<file path="config.mk">
export PLATFORM = sky130hd
export DESIGN_NAME = alu_wb_ctrl
export DESIGN_NICKNAME = d
export VERILOG_FILES = /design/src/rtl/alu_wb_pkg.sv /design/src/rtl/alu_mul_seq.sv /design/src/rtl/alu_wb_ctrl.sv
export SDC_FILE = /design/constraint.sdc
export NUM_CORES = 1
export LEC_CHECK = 0
export BUFFER_PORTS_ARGS = -buffer_cell sky130_fd_sc_hd__buf_2
export CAP_MARGIN = 20
export CELL_PAD_IN_SITES_DETAIL_PLACEMENT = 2
export CELL_PAD_IN_SITES_GLOBAL_PLACEMENT = 2
export CORE_MARGIN = 5
export CORE_UTILIZATION = 35
export DETAILED_ROUTE_END_ITERATION = 6
export PLACE_DENSITY = 0.92
export SLEW_MARGIN = 10
export SYNTH_ARGS = -nofsm -noshare
export SYNTH_HDL_FRONTEND = slang
export SYNTH_HIERARCHICAL = 1
export SYNTH_SLANG_ARGS = --single-unit
</file>
<file path="constraint.sdc">
create_clock -name Clk -period 3 [get_ports Clk]
set_input_delay 0.6 -clock Clk [delete_from_list [all_inputs] [get_ports Clk]]
set_output_delay 0.6 -clock Clk [all_outputs]
set_load 0.01 [all_outputs]
</file>
<file path="src/rtl/alu_wb_pkg.sv">
// Shared opcodes, FSM encoding and default sizes for the execute/writeback stage.
package alu_wb_pkg;

    localparam int DATA_W_DEF     = 8;
    localparam int ADDR_W_DEF     = 3;
    localparam int MUL_CYCLES_DEF = 8;

    localparam logic [2:0] OP_ADD = 3'd0;
    localparam logic [2:0] OP_SUB = 3'd1;
    localparam logic [2:0] OP_AND = 3'd2;
    localparam logic [2:0] OP_OR  = 3'd3;
    localparam logic [2:0] OP_XOR = 3'd4;
    localparam logic [2:0] OP_SLL = 3'd5;
    localparam logic [2:0] OP_SRL = 3'd6;
    localparam logic [2:0] OP_MUL = 3'd7;

    typedef enum logic [1:0] {
        S_IDLE = 2'd0,
        S_READ = 2'd1,
        S_EXEC = 2'd2,
        S_WB   = 2'd3
    } state_t;

endpackage

</file>
<file path="src/rtl/alu_mul_seq.sv">
// Iterative shift-add multiplier: one partial product per cycle, fixed CYCLES iterations.
module alu_mul_seq #(
    parameter int W      = 8,
    parameter int CYCLES = 8
) (
    input  logic         clk_i,
    input  logic         rst_i,
    input  logic         start_i,
    input  logic [W-1:0] a_i,
    input  logic [W-1:0] b_i,
    output logic         busy_o,
    output logic         done_o,
    output logic [W-1:0] product_o
);

    localparam int CW = $clog2(CYCLES + 1);

    logic [W-1:0]  acc_q, acc_d;
    logic [W-1:0]  mcand_q;
    logic [W-1:0]  mplier_q;
    logic [CW-1:0] cnt_q;

    always_comb begin
        acc_d = acc_q;
        if (mplier_q[0]) begin
            acc_d = acc_q + mcand_q;
        end
    end

    // done_o flags the final iteration; product_o already includes it.
    assign busy_o    = (cnt_q != '0);
    assign done_o    = (cnt_q == CW'(1));
    assign product_o = acc_d;

    always_ff @(posedge clk_i) begin
        if (rst_i) begin
            acc_q    <= '0;
            mcand_q  <= '0;
            mplier_q <= '0;
            cnt_q    <= '0;
        end else if (start_i) begin
            acc_q    <= '0;
            mcand_q  <= a_i;
            mplier_q <= b_i;
            cnt_q    <= CW'(CYCLES);
        end else if (busy_o) begin
            acc_q    <= acc_d;
            mcand_q  <= mcand_q << 1;
            mplier_q <= mplier_q >> 1;
            cnt_q    <= cnt_q - CW'(1);
        end
    end

endmodule

</file>
<file path="src/rtl/alu_wb_ctrl.sv">
// Execute/writeback stage wrapped around the 8x8 register file; sole writer of the file.
module alu_wb_ctrl
    import alu_wb_pkg::*;
#(
    parameter int DATA_W     = DATA_W_DEF,
    parameter int ADDR_W     = ADDR_W_DEF,
    parameter int MUL_CYCLES = MUL_CYCLES_DEF
) (
    input  logic              Clk,
    input  logic              Rst,
    input  logic              in_valid,
    output logic              in_ready,
    input  logic [2:0]        in_op,
    input  logic [ADDR_W-1:0] in_rd,
    input  logic [ADDR_W-1:0] in_rs,
    input  logic [ADDR_W-1:0] in_rt,
    output logic [ADDR_W-1:0] RX,
    output logic [ADDR_W-1:0] RY,
    input  logic [DATA_W-1:0] busX,
    input  logic [DATA_W-1:0] busY,
    output logic              WEN,
    output logic [ADDR_W-1:0] RW,
    output logic [DATA_W-1:0] busW,
    output logic              done,
    output logic              zero_flag,
    output logic              carry_flag
);

    state_t              state_q;
    logic [2:0]          op_q;
    logic [ADDR_W-1:0]   rd_q, rs_q, rt_q;
    logic [DATA_W-1:0]   opa_q, opb_q;
    logic                wen_q, done_q;
    logic [ADDR_W-1:0]   rw_q;
    logic [DATA_W-1:0]   busw_q;
    logic                carry_res_q;
    logic                zero_q, carry_q;

    logic                mul_start, mul_busy, mul_done;
    logic [DATA_W-1:0]   mul_product;
    logic [DATA_W:0]     sum, diff;
    logic [DATA_W-1:0]   alu_res;
    logic                alu_carry;
    logic                exec_last;

    // Valid/ready: a transfer happens on a posedge where in_valid && in_ready;
    // in_valid without in_ready is ignored and nothing is latched.
    assign in_ready = (state_q == S_IDLE) && !Rst && !mul_busy;

    assign RX         = rs_q;
    assign RY         = rt_q;
    assign WEN        = wen_q;
    assign RW         = rw_q;
    assign busW       = busw_q;
    assign done       = done_q;
    assign zero_flag  = zero_q;
    assign carry_flag = carry_q;

    // Multiplier loads straight from the read buses at the same edge opA/opB are captured.
    assign mul_start = (state_q == S_READ) && (op_q == OP_MUL) && !mul_busy;

    alu_mul_seq #(
        .W      (DATA_W),
        .CYCLES (MUL_CYCLES)
    ) u_mul (
        .clk_i     (Clk),
        .rst_i     (Rst),
        .start_i   (mul_start),
        .a_i       (busX),
        .b_i       (busY),
        .busy_o    (mul_busy),
        .done_o    (mul_done),
        .product_o (mul_product)
    );

    always_comb begin
        sum       = {1'b0, opa_q} + {1'b0, opb_q};
        diff      = {1'b0, opa_q} - {1'b0, opb_q};
        alu_res   = '0;
        alu_carry = 1'b0;
        case (op_q)
            OP_ADD: begin
                alu_res   = sum[DATA_W-1:0];
                alu_carry = sum[DATA_W];
            end
            OP_SUB: begin
                alu_res   = diff[DATA_W-1:0];
                alu_carry = diff[DATA_W];
            end
            OP_AND:  alu_res = opa_q & opb_q;
            OP_OR:   alu_res = opa_q | opb_q;
            OP_XOR:  alu_res = opa_q ^ opb_q;
            OP_SLL:  alu_res = opa_q << opb_q[2:0];
            OP_SRL:  alu_res = opa_q >> opb_q[2:0];
            default: alu_res = mul_product;
        endcase
    end

    assign exec_last = (op_q != OP_MUL) || mul_done;

    always_ff @(posedge Clk) begin
        if (Rst) begin
            state_q     <= S_IDLE;
            op_q        <= '0;
            rd_q        <= '0;
            rs_q        <= '0;
            rt_q        <= '0;
            opa_q       <= '0;
            opb_q       <= '0;
            wen_q       <= 1'b0;
            done_q      <= 1'b0;
            rw_q        <= '0;
            busw_q      <= '0;
            carry_res_q <= 1'b0;
            zero_q      <= 1'b0;
            carry_q     <= 1'b0;
        end else begin
            wen_q  <= 1'b0;
            done_q <= 1'b0;
            case (state_q)
                S_IDLE: begin
                    if (in_valid && in_ready) begin
                        op_q    <= in_op;
                        rd_q    <= in_rd;
                        rs_q    <= in_rs;
                        rt_q    <= in_rt;
                        state_q <= S_READ;
                    end
                end
                S_READ: begin
                    opa_q   <= busX;
                    opb_q   <= busY;
                    state_q <= S_EXEC;
                end
                S_EXEC: begin
                    if (exec_last) begin
                        busw_q      <= alu_res;
                        rw_q        <= rd_q;
                        wen_q       <= (rd_q != '0);  // r0 is hardwired zero
                        done_q      <= 1'b1;
                        carry_res_q <= alu_carry;
                        state_q     <= S_WB;
                    end
                end
                default: begin
                    zero_q  <= (busw_q == '0);
                    carry_q <= carry_res_q;
                    state_q <= S_IDLE;
                end
            endcase
        end
    end

endmodule

</file>
==> impl.org <==
** Run status
- The run finished with clean final reports.

** Setup path
- Counting cells, the worst reg-to-reg path comes to 8.
- Data arrives at the worst endpoint at 2900 ps.
- Traced cell by cell, the critical path runs through ha_1 > a21oi_1 > a21boi_0 > o21ai_0 > a21boi_0 > o31ai_1 > o21ai_0 > o21ai_1.
- In this run the register-to-register setup slack is 380 ps.
- For this design, the slowest cell found on the critical path is sky130_fd_sc_hd__o31ai_1.
- The critical path contains buffers and inverters numbering 0 combined.
- Of all nets on the critical path, the largest fanout is 4.
- Depth of the critical timing path with buffers and inverters included :: 8
- Worst Setup Path Type :: flop to flop
- STA puts the critical path data required time at roughly 3300 ps.
- The critical path ends at busW[5].
- Reg-to-reg startpoint :: u_mul/acc_q[2]
- On the worst path, the slowest cell contributes a delay of 480 ps.
- Startpoint type of the worst setup path :: flop
- The critical path starts at u_mul/acc_q[2].
- Endpoint of the worst register-to-register path :: busW[5]
- Broken down by cell family, the worst path's largest delay share belongs to compound AO/OA/AOI/OAI gates.
- CP endpoint kind :: flop

** Layout
- Leaving out fill and tap cells, the most frequent cells in the layout are 95 x sky130_fd_sc_hd__nand2_1, 74 x sky130_fd_sc_hd__dfxtp_1, 73 x sky130_fd_sc_hd__a21oi_1.
- Most frequent standard cell in the layout excluding fill and tap cells :: sky130_fd_sc_hd__nand2_1
- Antenna Diode Count :: 0
- In the final design database the tool counted between 700 and 800 nets.
- Fraction of layout instances using a drive strength above 1 :: ~16%
- The finished cells cover roughly 6000 µm².
- FF+latch area :: 1480 µm²
- From synthesis to final layout, the design area changed by 13.1%.
- Summing all multi-input logic gate instances after layout gives roughly 3400 µm².
- Fill cell count :: about 1,700

** Worst hold path
- The tightest min-delay check is of the flop to flop type.

** Placed design
- The HPWL after detailed placement is ~16,000 µm.
- Placed standard-cell area :: around 5600 µm²
- Port buffering added 52 buffers.
- Routability congestion estimate from global placement :: roughly 0.95
- Timing analysis after detailed placement gives a worst setup slack of 395 ps.

** GRT
- The initial antenna violation count is 0.
- Wire length of the first global-routing pass :: 33,000 µm
- For this run the aggregate overflow at the end of global routing stands at 0.
- Global-route usage over all layers :: a little under a quarter
- The number of global-route vias before repair came to between 5,000 and 6,000.
- Largest net degree at the start of global routing :: 31

** Synthesis
- The number of nets handed over by synthesis was approximately 730.
- Summing the sequential cell areas from Yosys gives 28.4% of the chip area.
- In the synthesized netlist the dominant register cell turns out to be sky130_fd_sc_hd__dfxtp_1.
- Yosys top cell area share :: 28.4%
- A synthesized cell averages 7.89 µm².
- Number of register bits inferred by synthesis :: 74
- Number of enable-type register cells in the synthesized netlist :: 0
- The synthesized netlist occupies a cell area of between 5000 and 6000 µm².
- Warnings, synthesis :: 6
- Counting flops with an async set or reset pin after synthesis yields a share of 0%.
- Count of unique library cells instantiated by Yosys :: 72
- Ranked by total cell area, the synthesized netlist is headed by sky130_fd_sc_hd__dfxtp_1 28%, sky130_fd_sc_hd__ha_1 9.4%, sky130_fd_sc_hd__a21oi_1 7.0%.
- Number of instances in the synthesized netlist :: 660
- sky130_fd_sc_hd__dfxtp_1 takes more of the synthesized area than any other cell.

** STA
- Setup TNS :: 0 ps
- Max-slew headroom :: 54.9%
- Clock skew :: roughly 8.4 ps
- At the pin with the least slew margin, the transition time is roughly 680 ps.
- Number of failing setup endpoints in the final timing report :: 0
- The worst path meets setup with about 380 ps of slack.
- Tmin final :: about 2600 ps
- Hold violation total from the final report :: 0
- The final critical path takes up slightly below 90% of the cycle.
- Setup repair after global routing left no endpoint under its margin.
- Based on the critical path, the design can be clocked at up to 382 MHz.
- Pins over their slew limit :: 0

** Clock tree
- Gates resized, CTS repair :: 0
- Max Root-Sink Buffers :: 2
- The clock drives 74 sinks.
- Setup Fix Bufs, Post-CTS :: 0
- Number of hold buffers added after cts :: 0
- TritonCTS built the clock tree.
- Clock-pin slew was measured on the worst setup and hold paths at about 60 ps.
- Counting the buffers created by CTS gives 9.
- At the later pin of the worst-skew pair, clock insertion delay measures approximately 350 ps.
- CTS placed an instance of sky130_fd_sc_hd__clkbuf_16 at the clock tree root.
- CTS built an H-tree with a depth of 3.

** Detailed routing
- In the routed layout, each cell is associated on average with a via count of around 5.9.
- Drt pass-1 iters :: 4
- Via total after detailed routing :: ~5,300
- DRT Wirelength :: 20,700 µm
- Routed len/inst :: approximately 23 µm
- In the routed design, unresolved DRC markers number 0.
- The count of nets left with antenna violations once routing finished came out at 0.
- WL met1 :: roughly 8500 µm
- Detailed-routed wire length on met2 :: ~10,000 µm
- Met3 WL :: 1100 µm
- Detailed Route Iter0 Violations :: 249
- The detailed router used layers up to and including met4.

** Die
- Starting utilization of the core area :: 35.7%
- Die X-Extent :: roughly 130 µm
- Core footprint :: about 15,000 µm²
- Top-level I/O count :: 53
- Number of rows in the core area :: 44
- The floorplan step defined a die boundary enclosing roughly 17,000 µm².
- Vertical extent of the die :: approximately 130 µm

** Pwr
- Pwr per Cell Area :: 733 nW/µm²
- In this run the static leakage power is 2.33 nW.
- VDD sags by at most roughly 0.00036 V.

** Job
- Number of max-cap violations :: 0
sequential cells by signal, indices dropped and copies added (netlist names), 2 cells and up:
register	cells
op_q	3
opa_q	8
RY	3
state_q	2
rd_q	3
RW	3
u_mul/mplier_q	8
busW	8
u_mul/mcand_q	8
u_mul/acc_q	8
u_mul/cnt_q	4
opb_q	8
RX	3
kinds of logic (layout without fill, tap and decap cells):
| group | count (synthesis) | after routing | share of synthesized area (%) |
|---|---|---|---|
| buf+inv | 78 | 119 | 6.46 |
| mux | 38 | 38 | 9.85 |
| xor+xnor | 10 | 10 | 1.68 |
| flops | 74 | 74 | 28.4 |
| compound gates | 165 | 165 | 20.7 |
| simple gates | 253 | 253 | 22.4 |
| fa+ha+maj | 42 | 42 | 10.5 |
report_power, final:
group / total (mW) / internal [mW] / switching [mW]
Combinational: 2.06 / 0.773 / 1.29
Sequential: 1.28 / 1.11 / 0.169
Clock: 0.969 / 0.562 / 0.407
Total: 4.32 / 2.45 / 1.87
per-stage QoR:
| stage | power, mW | util (%) | cells | hold WS [ps] |
|---|---|---|---|---|
| after floorplan | 2.67 | - | 660 | 445 |
| after global placement | 3.15 | 38.7 | 873 | 438 |
| after detailed placement | 3.33 | 38.7 | 873 | 456 |
| after CTS | 4.32 | 40.4 | 885 | 464 |
| after global routing | 4.57 | 40.4 | 885 | 490 |
| final | 4.32 | 40.4 | 885 | 460 |
cell usage after synthesis (all sizes together), types with 3 or more instances:
cell type / instances
o22ai: 3
mux2i: 22
ha: 39
or3: 8
clkbuf: 15
xnor2: 7
o21a: 5
fa: 3
a211oi: 6
a21o: 7
o21bai: 3
a31oi: 3
a22oi: 5
nor3: 20
o21ai: 21
o211ai: 5
a21oi: 73
mux4: 10
a221oi: 6
nor3b: 8
mux2: 6
nor2b: 11
nand3b: 3
a21boi: 4
nor2: 72
nor4: 4
nand3: 14
buf: 26
inv: 37
dfxtp: 74
o31ai: 5
xor2: 3
nand2: 95
and3: 3
nand2b: 4
final cells by class:
class / instances / share of cell area (%)
multi-input cells: 508 / 57.7
repair buffers: 70 / 6.71
inverters: 37 / 2.36
clock buffers: 11 / 4.12
flip-flops and latches: 74 / 25.1
well taps: 184 / 3.91
clock inverters: 1 / 0.0850
layer usage:
| layer | vias up | track usage (%) |
|---|---|---|
| li1 | 2392 | - |
| met2 | 168 | 41.5 |
| met1 | 2638 | 27.7 |
| met5 | - | 0 |
| met3 | 60 | 5.11 |
| met4 | 0 | 10.2 |
worst register-to-register path: cells and delay by family, from the launching register on:
kind | cells | cell delay, ps
AO/OA/AOI/OAI | 7 | 1840
adder cells (fa/ha/maj) | 1 | 390
flip-flops | 1 | 330
worst min path at each step:
stage                  from     to  slack (ps)  cells after the start
floorplan           rd_q[2]  RW[2]         440                      2
global placement      RX[0]  RX[0]         440                      2
detailed placement    RX[0]  RX[0]         460                      2
CTS                   RX[0]  RX[0]         460                      2
global route          RX[1]  RX[1]         490                      2
finish                RX[0]  RX[0]         460                      2
Power figures use the tool's default switching activity.
